$ cat config.mk
export PLATFORM = sky130hd
export DESIGN_NAME = apb_master_slave_top
export DESIGN_NICKNAME = d
export VERILOG_FILES = /design/src/rtl/apb_pkg.sv /design/src/rtl/apb_if.sv /design/src/rtl/apb_master.sv /design/src/rtl/apb_slave_mem.sv /design/src/rtl/apb_master_slave_top.sv
export SDC_FILE = /design/constraint.sdc
export NUM_CORES = 1
export LEC_CHECK = 0
export BUFFER_PORTS_ARGS = -buffer_cell sky130_fd_sc_hd__buf_2
export CORE_UTILIZATION = 50
export DETAILED_ROUTE_END_ITERATION = 16
export GPL_ROUTABILITY_DRIVEN = 1
export PLACE_DENSITY = 0.66
export SETUP_SLACK_MARGIN = 0.05
export SLEW_MARGIN = 20
export SYNTH_ARGS = -nofsm -noshare
export SYNTH_HDL_FRONTEND = slang
export SYNTH_SLANG_ARGS = --single-unit
$ cat constraint.sdc
create_clock -name PCLK -period 7 [get_ports PCLK]
set_clock_uncertainty 0.2 [all_clocks]
set_input_delay 1.4 -clock PCLK [delete_from_list [all_inputs] [get_ports PCLK]]
set_output_delay 1.4 -clock PCLK [all_outputs]
set_load 0.01 [all_outputs]
$ cat src/rtl/apb_pkg.sv
// Shared types and default sizing for the APB master/slave subsystem.
package apb_pkg;

    typedef enum logic [1:0] {
        IDLE,
        SETUP,
        ACCESS
    } apb_state_e;

    localparam int APB_ADDRESS  = 8;
    localparam int APB_DATA     = 8;
    localparam int APB_LOCATION = 64;

endpackage

$ cat src/rtl/apb_if.sv
// Internal APB bus between master and slave; PSLVERR exists only when APB_SLVERR_EN is defined.
interface apb_if #(
    parameter int ADDRESS = 8,
    parameter int DATA    = 8
);
    logic               psel;
    logic               penable;
    logic               pwrite;
    logic [ADDRESS-1:0] paddr;
    logic [DATA-1:0]    pwdata;
    logic [DATA-1:0]    prdata;
    logic               pready;
`ifdef APB_SLVERR_EN
    logic               pslverr;
`endif

    modport master (
`ifdef APB_SLVERR_EN
        input  pslverr,
`endif
        output psel, penable, pwrite, paddr, pwdata,
        input  prdata, pready
    );

    modport slave (
`ifdef APB_SLVERR_EN
        output pslverr,
`endif
        input  psel, penable, pwrite, paddr, pwdata,
        output prdata, pready
    );
endinterface

$ cat src/rtl/apb_master.sv
// APB master: IDLE/SETUP/ACCESS FSM with registered bus outputs and read-data register.
// With APB_SLVERR_EN defined, also registers PSLVERR at each completion on apb_slverr.
module apb_master
    import apb_pkg::*;
#(
    parameter int ADDRESS = APB_ADDRESS,
    parameter int DATA    = APB_DATA
) (
    input  logic               PCLK,
    input  logic               PRESETn,
    input  logic               transfer,
    input  logic               READ_WRITE,
    input  logic [ADDRESS-1:0] apb_write_paddr,
    input  logic [ADDRESS-1:0] apb_read_paddr,
    input  logic [DATA-1:0]    apb_write_data,
    apb_if.master              bus,
    output logic [DATA-1:0]    apb_read_data_out
`ifdef APB_SLVERR_EN
    ,
    output logic               apb_slverr
`endif
);

    apb_state_e         state;
    logic [ADDRESS-1:0] req_addr;

    assign req_addr = READ_WRITE ? apb_write_paddr : apb_read_paddr;

    // NOTE: all state here is registered with non-blocking assignments so every
    // flop samples pre-edge values and block ordering cannot change behaviour.
    always_ff @(posedge PCLK) begin
        if (!PRESETn) begin
            state             <= IDLE;
            bus.psel          <= 1'b0;
            bus.penable       <= 1'b0;
            bus.pwrite        <= 1'b0;
            bus.paddr         <= '0;
            bus.pwdata        <= '0;
            apb_read_data_out <= '0;
`ifdef APB_SLVERR_EN
            apb_slverr        <= 1'b0;
`endif
        end else begin
            case (state)
                IDLE: begin
                    if (transfer) begin
                        state       <= SETUP;
                        bus.psel    <= 1'b1;
                        bus.penable <= 1'b0;
                        bus.pwrite  <= READ_WRITE;
                        bus.paddr   <= req_addr;
                        bus.pwdata  <= apb_write_data;
                    end
                end
                SETUP: begin
                    state       <= ACCESS;
                    bus.penable <= 1'b1;
                end
                ACCESS: begin
                    if (bus.pready) begin
                        if (!bus.pwrite) apb_read_data_out <= bus.prdata;
`ifdef APB_SLVERR_EN
                        apb_slverr <= bus.pslverr;
`endif
                        bus.penable <= 1'b0;
                        // Back-to-back: go straight to SETUP, recapturing the request.
                        if (transfer) begin
                            state      <= SETUP;
                            bus.pwrite <= READ_WRITE;
                            bus.paddr  <= req_addr;
                            bus.pwdata <= apb_write_data;
                        end else begin
                            state    <= IDLE;
                            bus.psel <= 1'b0;
                        end
                    end
                end
                default: begin
                    state       <= IDLE;
                    bus.psel    <= 1'b0;
                    bus.penable <= 1'b0;
                end
            endcase
        end
    end

endmodule

$ cat src/rtl/apb_slave_mem.sv
// Zero-wait-state APB slave memory. Default build wraps addresses modulo LOCATION;
// with APB_SLVERR_EN out-of-range accesses raise PSLVERR, drop writes and read 0.
module apb_slave_mem
    import apb_pkg::*;
#(
    parameter int ADDRESS  = APB_ADDRESS,
    parameter int DATA     = APB_DATA,
    parameter int LOCATION = APB_LOCATION
) (
    input logic  PCLK,
    input logic  PRESETn,
    apb_if.slave bus
);

    localparam int IDX_W = $clog2(LOCATION);

    logic [DATA-1:0]  mem [LOCATION];
    logic [IDX_W-1:0] idx;
    logic             addr_ok;

    assign idx        = bus.paddr[IDX_W-1:0];
    assign bus.pready = 1'b1;

`ifdef APB_SLVERR_EN
    assign addr_ok     = (32'(bus.paddr) < 32'(LOCATION));
    assign bus.pslverr = bus.psel & bus.penable & ~addr_ok;
`else
    assign addr_ok = 1'b1;
`endif

    // NOTE: default assignment first so no path through the block leaves prdata
    // unassigned, which would otherwise infer a latch.
    always_comb begin
        bus.prdata = '0;
        if (bus.psel && !bus.pwrite && addr_ok) bus.prdata = mem[idx];
    end

    // NOTE: this memory is deliberately reset word-by-word because a cleared
    // memory is part of the block's reset state; that rules out a plain RAM macro.
    always_ff @(posedge PCLK) begin
        if (!PRESETn) begin
            for (int i = 0; i < LOCATION; i++) mem[i] <= '0;
        end else if (bus.psel && bus.penable && bus.pwrite && bus.pready && addr_ok) begin
            mem[idx] <= bus.pwdata;
        end
    end

endmodule

$ cat src/rtl/apb_master_slave_top.sv
// APB subsystem top: wires apb_master to apb_slave_mem over an internal apb_if.
// Optional APB_SLVERR_EN adds slave error signalling and the apb_slverr output.
module apb_master_slave_top
    import apb_pkg::*;
#(
    parameter int ADDRESS  = APB_ADDRESS,
    parameter int DATA     = APB_DATA,
    parameter int LOCATION = APB_LOCATION
) (
    input  logic               PCLK,
    input  logic               PRESETn,
    input  logic               transfer,
    input  logic               READ_WRITE,
    input  logic [ADDRESS-1:0] apb_write_paddr,
    input  logic [ADDRESS-1:0] apb_read_paddr,
    input  logic [DATA-1:0]    apb_write_data,
    output logic [DATA-1:0]    apb_read_data_out
`ifdef APB_SLVERR_EN
    ,
    output logic               apb_slverr
`endif
);

    apb_if #(.ADDRESS(ADDRESS), .DATA(DATA)) bus ();

    apb_master #(.ADDRESS(ADDRESS), .DATA(DATA)) u_master (
        .PCLK              (PCLK),
        .PRESETn           (PRESETn),
        .transfer          (transfer),
        .READ_WRITE        (READ_WRITE),
        .apb_write_paddr   (apb_write_paddr),
        .apb_read_paddr    (apb_read_paddr),
        .apb_write_data    (apb_write_data),
        .bus               (bus),
        .apb_read_data_out (apb_read_data_out)
`ifdef APB_SLVERR_EN
        ,
        .apb_slverr        (apb_slverr)
`endif
    );

    apb_slave_mem #(.ADDRESS(ADDRESS), .DATA(DATA), .LOCATION(LOCATION)) u_slave (
        .PCLK    (PCLK),
        .PRESETn (PRESETn),
        .bus     (bus)
    );

endmodule

==> results.yml, run 1 <==
run_status:
  status: "complete, no violations"
yosys:
  synth_top_family_by_area: "simple AND/OR/NAND/NOR gates"
  netlist-cell-type-count: 44
  synth_xor_area_frac: 0
  ys_ff_latch: 544
  synth_compound_area_frac: 0.0338
  synth_fp_nets: 1702
  synthAdderAreaFrac: 0
  synth-edff-count: 512
  synth_cells: 1674
  yosys_most_used_dff: "edfxtp_1"
  async_flop_share: 0
  synth-simple-area-share: 0.162
  muxShareOfSynthArea: 0.135
  syn_area_per_cell_um2: 14.9
  seq_area_frac_synth: 0.643
  synth_warnings: 0
  syn_area_um2: 24900
routing:
  ant_nets: 0
  vias: 13700
  drtPass1Iterations: 5
  routedWlPerCell_um: 25.1
  drt-initial-drc-count: 1455
  wirelength_mm: 59.6
  drc: 0
  vias_per_cell: 5.77
die:
  rows: 81
  io_pins: 36
  dieWidth_um: 225
  core_um2: 49100
  die-area_um2: 50700
  die_h_um: 225
  initial_core_util: 0.508
grt:
  grt-ovfl-total: 0
  grt_max_degree: 81
  grt_pass1_wl_mm: 88.9
  grt.total_usage: 0.242
  grt_pass1_vias: 14000
  antenna_found_initial: 3
setup_path:
  cp_top_family: "compound AO/OA/AOI/OAI gates"
  startpoint_type: "input pin"
  worstPathMaxFanout: 30
  crit_arrival_ps: 3980
  required_ps: 7120
  path_buf_inv: 2
  crit_type: "in2reg"
  critPathMaxStageDelay_ps: 980
  critPathCaptureType: "flip-flop"
  crit_chain: "buf_2, and4_1, nand4_1, o21ai_0, buf_4"
  worst_path_max_delay_cell: "o21ai_0"
  worstSetupStartpoint: "PRESETn"
cells_and_area:
  nets: 1696
  seqCellArea_um2: 16000
  n_antenna_cell: 0
  drive_gt1_frac: 0.183
  final_cell_mix: "514 x and2_1, 512 x edfxtp_1, 133 x mux4_2"
  final_common_cell: "and2_1"
  utilization: 0.557
  multi_input_area_um2: 8250
  area_delta_synth_final_pct: 9.72
  fillers: 3897
timing:
  period_minus_slack_ps: 3870
  finalSetupTns_ps: 0
  rsz0062_at_grt: "no"
  max-slew-margin-rel: 0.257
  max_clock_freq_mhz: 259
  tightest_slew_ps: 1100
  finalSetupViolCount: 0
  drv_slew: 0
  period_share: 0.552
  whs_ps: 280
  hold_viol: 0
cts:
  clock-root-buffer: "clkbuf_16"
  ctsResizeCount: 0
  clock_sinks: 544
  clkLatencyLatePin_ps: 610
  numCtsBuffers: 55
  post_cts_buffers: 0
  cts_tree: "done"
  clock_path_buffers: 3
  cts_htree_levels: 2
  clk_pin_slew_ps: 60
  hold_buffers: 0
worst_hold_path:
  min_from: "u_master.state[1]$_SDFFE_PN0P_"
  hp-class: "reg2reg"
pwr:
  p_leak_nw: 9.67
  finalPower_mw: 7.06
  cellPowerDensity_nw_per_um2: 259
  ir_worst_vdd_mv: 0.179
placement:
  io_buffers: 31
  gp_congestion: 0.857
  hpwl_mm: 37.0
flow_run:
  maxCapViolations: 0
[routing by layer]
metal / track usage / wire length, um
met3: 0.0455 / 3550
met2: 0.397 / 29200
met1: 0.327 / 25000
met4: 0.0786 / 1880
met5: 0 / 8
[logic make-up after synthesis]
logic type	after synthesis
AND/OR/NAND/NOR	687
AO/OA/AOI/OAI	135
multiplexers	170
flip-flops	544
buffers and inverters	138
[final timing paths]
check / slack (ps) / end / cells past startpoint
setup / recovery: 3130 / u_slave.mem[62][7]$_SDFFCE_PN0P_ / 5
hold / removal: 280 / u_master.state[1]$_SDFFE_PN0P_ / 1
setup reg to reg: 3700 / u_master.apb_read_data_out[0]$_SDFFE_PN0P_ / 6
hold reg to reg: 280 / u_master.state[1]$_SDFFE_PN0P_ / 1
[sequential cells by signal (all words and copies together) (netlist names), named ones only]
name	count
u_master.bus.pwrite	1
u_master.bus.psel	1
u_master.bus.paddr	6
u_master.state	2
u_master.bus.pwdata	8
u_master.apb_read_data_out	8
u_slave.mem	512
[layout make-up]
| class | count | share of cell area |
|---|---|---|
| flip-flops and latches | 544 | 0.587 |
| multi-input cells | 992 | 0.302 |
| clock buffers | 73 | 0.0536 |
| well taps | 664 | 0.0304 |
| repair buffers | 74 | 0.0187 |
| clock inverters | 28 | 0.00843 |
| inverters | 1 | 0.000137 |
[cells in the mapped netlist, types with 4 or more instances]
cell        n  area share
nor2b_1     5      0.0013
buf_6       9      0.0041
nand2_1    36      0.0054
edfxtp_1  512        0.62
nand2b_1    4      0.0010
buf_1       4     0.00060
nor2_1     72       0.011
o21ai_0    73       0.015
dfxtp_1    32       0.026
a22oi_1    10      0.0030
nor2_2     12      0.0030
clkbuf_1  100       0.015
a211oi_1    8      0.0024
mux4_2    133        0.12
o211a_1     6      0.0024
buf_2      14      0.0028
and2_1    514        0.13
o22ai_1    11      0.0028
mux2i_1    37       0.015
buf_4       9      0.0027
a21boi_0    9      0.0027
nand3_1    14      0.0028
or2_2       8      0.0020
nand3b_1    7      0.0021
[stage by stage]
stage	cells	cell area, um^2	setup WS [ps]
5_1_grt	2376	27300	3000
4_1_cts	2375	27300	2980
6_report	2376	27300	3130
3_5_place_dp	2274	25600	2380
2_1_floorplan	1674	24900	3640
3_3_place_gp	2274	25600	2490
[report_power, final]
group | total, mW | switching [mW] | internal (mW)
Combinational | 0.528 | 0.327 | 0.200
Sequential | 3.71 | 0.0592 | 3.65
Clock | 2.82 | 1.22 | 1.61
(Power assumes the default switching activity.)
==> run 2: changes to the inputs <==
--- a/config.mk
+++ b/config.mk
@@ -5,11 +5,12 @@
 export SDC_FILE = /design/constraint.sdc
 export NUM_CORES = 1
 export LEC_CHECK = 0
+export ABC_AREA = 1
 export BUFFER_PORTS_ARGS = -buffer_cell sky130_fd_sc_hd__buf_2
 export CORE_UTILIZATION = 50
 export DETAILED_ROUTE_END_ITERATION = 16
 export GPL_ROUTABILITY_DRIVEN = 1
-export PLACE_DENSITY = 0.66
+export PLACE_DENSITY = 0.68
 export SETUP_SLACK_MARGIN = 0.05
 export SLEW_MARGIN = 20
 export SYNTH_ARGS = -nofsm -noshare
==> constraint.sdc (replaced) <==
create_clock -name PCLK -period 3.3 [get_ports PCLK]
set_clock_uncertainty 0.2 [all_clocks]
set_input_delay 0.66 -clock PCLK [delete_from_list [all_inputs] [get_ports PCLK]]
set_output_delay 0.66 -clock PCLK [all_outputs]
set_load 0.01 [all_outputs]
==> results.yml, run 2 <==
pwr:
  p_leak_nw: 10.2
  ir_worst_vdd_mv: 0.421
  power.share.sequential: 0.506
  combPwrFrac: 0.098
  p_int_mw: 11.7
  cellPowerDensity_nw_per_um2: 570
  switchingPower_mw: 3.83
  switching_share: 0.247
  pwr-share-clk: 0.396
cells_and_area:
  largest-register: "u_slave.mem"
  reg_top3: "u_slave.mem x512, u_master.apb_read_data_out x8, u_master.bus.pwdata x8"
  final_cell_area_um2: 27200
  final_common_cell: "nand2_1"
  nets: 2556
  largest_reg_flops: 512
  final_cell_mix: "756 x nand2_1, 522 x nor2_1, 512 x edfxtp_1"
  n_antenna_cell: 0
  area_delta_synth_final_pct: 10.5
  drive_gt1_frac: 0.0937
cts:
  clock-root-buffer: "clkbuf_16"
  cts_tree: "done"
  numCtsBuffers: 55
  hold_buffers: 0
  clock_path_buffers: 3
  ctsResizeCount: 0
  clk_pin_slew_ps: 60
  post_cts_buffers: 0
  clock_sinks: 544
  clkLatencyLatePin_ps: 610
  cts_htree_levels: 2
yosys:
  synth_most_common_cell: "nand2_1"
  synth_largest_area_cell: "edfxtp_1"
  synth_area_leaders: "edfxtp_1 63%, nand2_1 12%, nand3_1 8.8%, nor2_1 8.0%, dfxtp_1 2.6%"
  synthTopCellsByCount: "756 x nand2_1, 522 x nor2_1, 512 x edfxtp_1"
  yosysTopAreaCellShare: 0.626
  syn_area_per_cell_um2: 9.55
  synth_warnings: 0
  netlist-cell-type-count: 18
  seq_area_frac_synth: 0.652
  synth_cells: 2573
  async_flop_share: 0
  syn_area_um2: 24600
  synth_fp_nets: 2601
  yosys_most_used_dff: "edfxtp_1"
  synth-edff-count: 512
  ys_ff_latch: 544
timing:
  tightest_slew_ps: 1160
  period_share: 0.858
  period_minus_slack_ps: 2830
  finalSetupTns_ps: 0
  whs_ps: 128
  max_clock_freq_mhz: 353
  hold_viol: 0
  finalSetupViolCount: 0
  drv_slew: 0
  rsz0062_at_grt: "no"
  max-slew-margin-rel: 0.228
die:
  die_h_um: 224
  initial_core_util: 0.510
  core_um2: 48100
  io_pins: 36
  dieWidth_um: 224
  die-area_um2: 50000
  rows: 80
flow_run:
  maxCapViolations: 0
routing:
  drtPass1Iterations: 6
  drc: 0
  highest_layer: "met4"
  wl_met2_mm: 29.8
  route.met3.wl_mm: 6.09
  drt-initial-drc-count: 2168
  ant_nets: 0
  wirelength_mm: 64.4
  vias_per_cell: 5.64
  m1WireLength_mm: 26.7
  vias: 18200
  routedWlPerCell_um: 20.0
placement:
  dpl_cell_area_um2: 25400
  hpwl_mm: 39.8
  gp_congestion: 0.901
  io_buffers: 31
setup_path:
  critPathCaptureType: "flip-flop"
  cp_top_family: "simple AND/OR/NAND/NOR gates"
  crit_type: "reg2reg"
  worst_path_max_delay_cell: "dfxtp_1"
  startpoint_type: "flip-flop"
  crit_arrival_ps: 2910
  critPathMaxStageDelay_ps: 670
  required_ps: 3370
  crit_chain: "inv_2, nor3_1, nand2_1, nand2_1"
  crit_top_cell: "nand2_1"
  path_buf_inv: 1
  worstPathMaxFanout: 9
grt:
  grt_pass1_wl_mm: 99.0
  grt.total_usage: 0.260
  grt_pass1_vias: 17400
  antenna_found_initial: 0
  grt-ovfl-total: 0
  grt_max_degree: 149
worst_hold_path:
  hp-class: "in2reg"
run_status:
  status: "complete, no violations"
[run 2: cell count changes after synthesis, moves of 46 or more]
cell | previous run | this run
nand2_1 | 36 | 756
nand2_2 | 0 | 46
mux4_2 | 133 | 0
nor2_1 | 72 | 522
nand3_1 | 14 | 433
o21ai_0 | 73 | 10
and2_1 | 514 | 0
[run 2: worst register-to-register path: stages (launching register included)]
cell and delay, ps:
dfxtp_1 670, inv_2 250, nor3_1 630, nand2_1 380, nand2_1 370
[run 2: area by class of cell]
class	count	area, um^2
fillers	4114	21000
inverters	27	109
repair buffers	81	683
clock buffers	87	1650
well taps	656	821
multi-input cells	1819	7740
flip-flops and latches	544	16000
clock inverters	15	135
[run 2: worst paths after layout]
kind | from | end | slack (ps) | depth (start not counted)
setup reg to reg | u_master.bus.paddr[1]$_SDFFE_PN0P_ | u_slave.mem[62][3]$_SDFFCE_PN0P_ | 470 | 4
hold reg to reg | u_master.state[1]$_SDFFE_PN0P_ | u_master.state[1]$_SDFFE_PN0P_ | 260 | 1
setup / recovery | u_master.bus.paddr[1]$_SDFFE_PN0P_ | u_slave.mem[62][3]$_SDFFCE_PN0P_ | 470 | 4
hold / removal | apb_write_data[7] | u_master.bus.pwdata[7]$_SDFFE_PN0P_ | 130 | 3
[run 2: metrics by stage]
step                      utilization  setup WS, ps  cells  total power, mW
after detailed placement        0.527           464   3127             9.47
final                           0.564           469   3229             15.5
after floorplan                     -           854   2573             8.91
after CTS                       0.564           449   3229             15.5
after global placement          0.527           549   3127             9.44
after global routing            0.564           192   3229             15.9
[run 2: power groups by stage]
stage / logic (mW) / clock network (mW) / registers [mW]
2_1_floorplan: 0.981 / 0 / 7.93
3_3_place_gp: 1.47 / 0 / 7.97
3_5_place_dp: 1.49 / 0 / 7.98
4_1_cts: 1.50 / 6.18 / 7.83
5_1_grt: 1.64 / 6.45 / 7.85
6_report: 1.52 / 6.14 / 7.83
[run 2: kinds of logic after synthesis]
group,Yosys count,share of synthesized area
AOI/OAI and AO/OA,40,0.00891
buffers and inverters,210,0.0334
DFF,544,0.652
and+or+nand+nor,1779,0.306
[run 2: routing by layer]
layer | track usage | vias to the layer above
li1 | - | 8537
met1 | 0.364 | 8678
met2 | 0.420 | 868
met3 | 0.0375 | 122
met4 | 0.0882 | 0
met5 | 0 | -
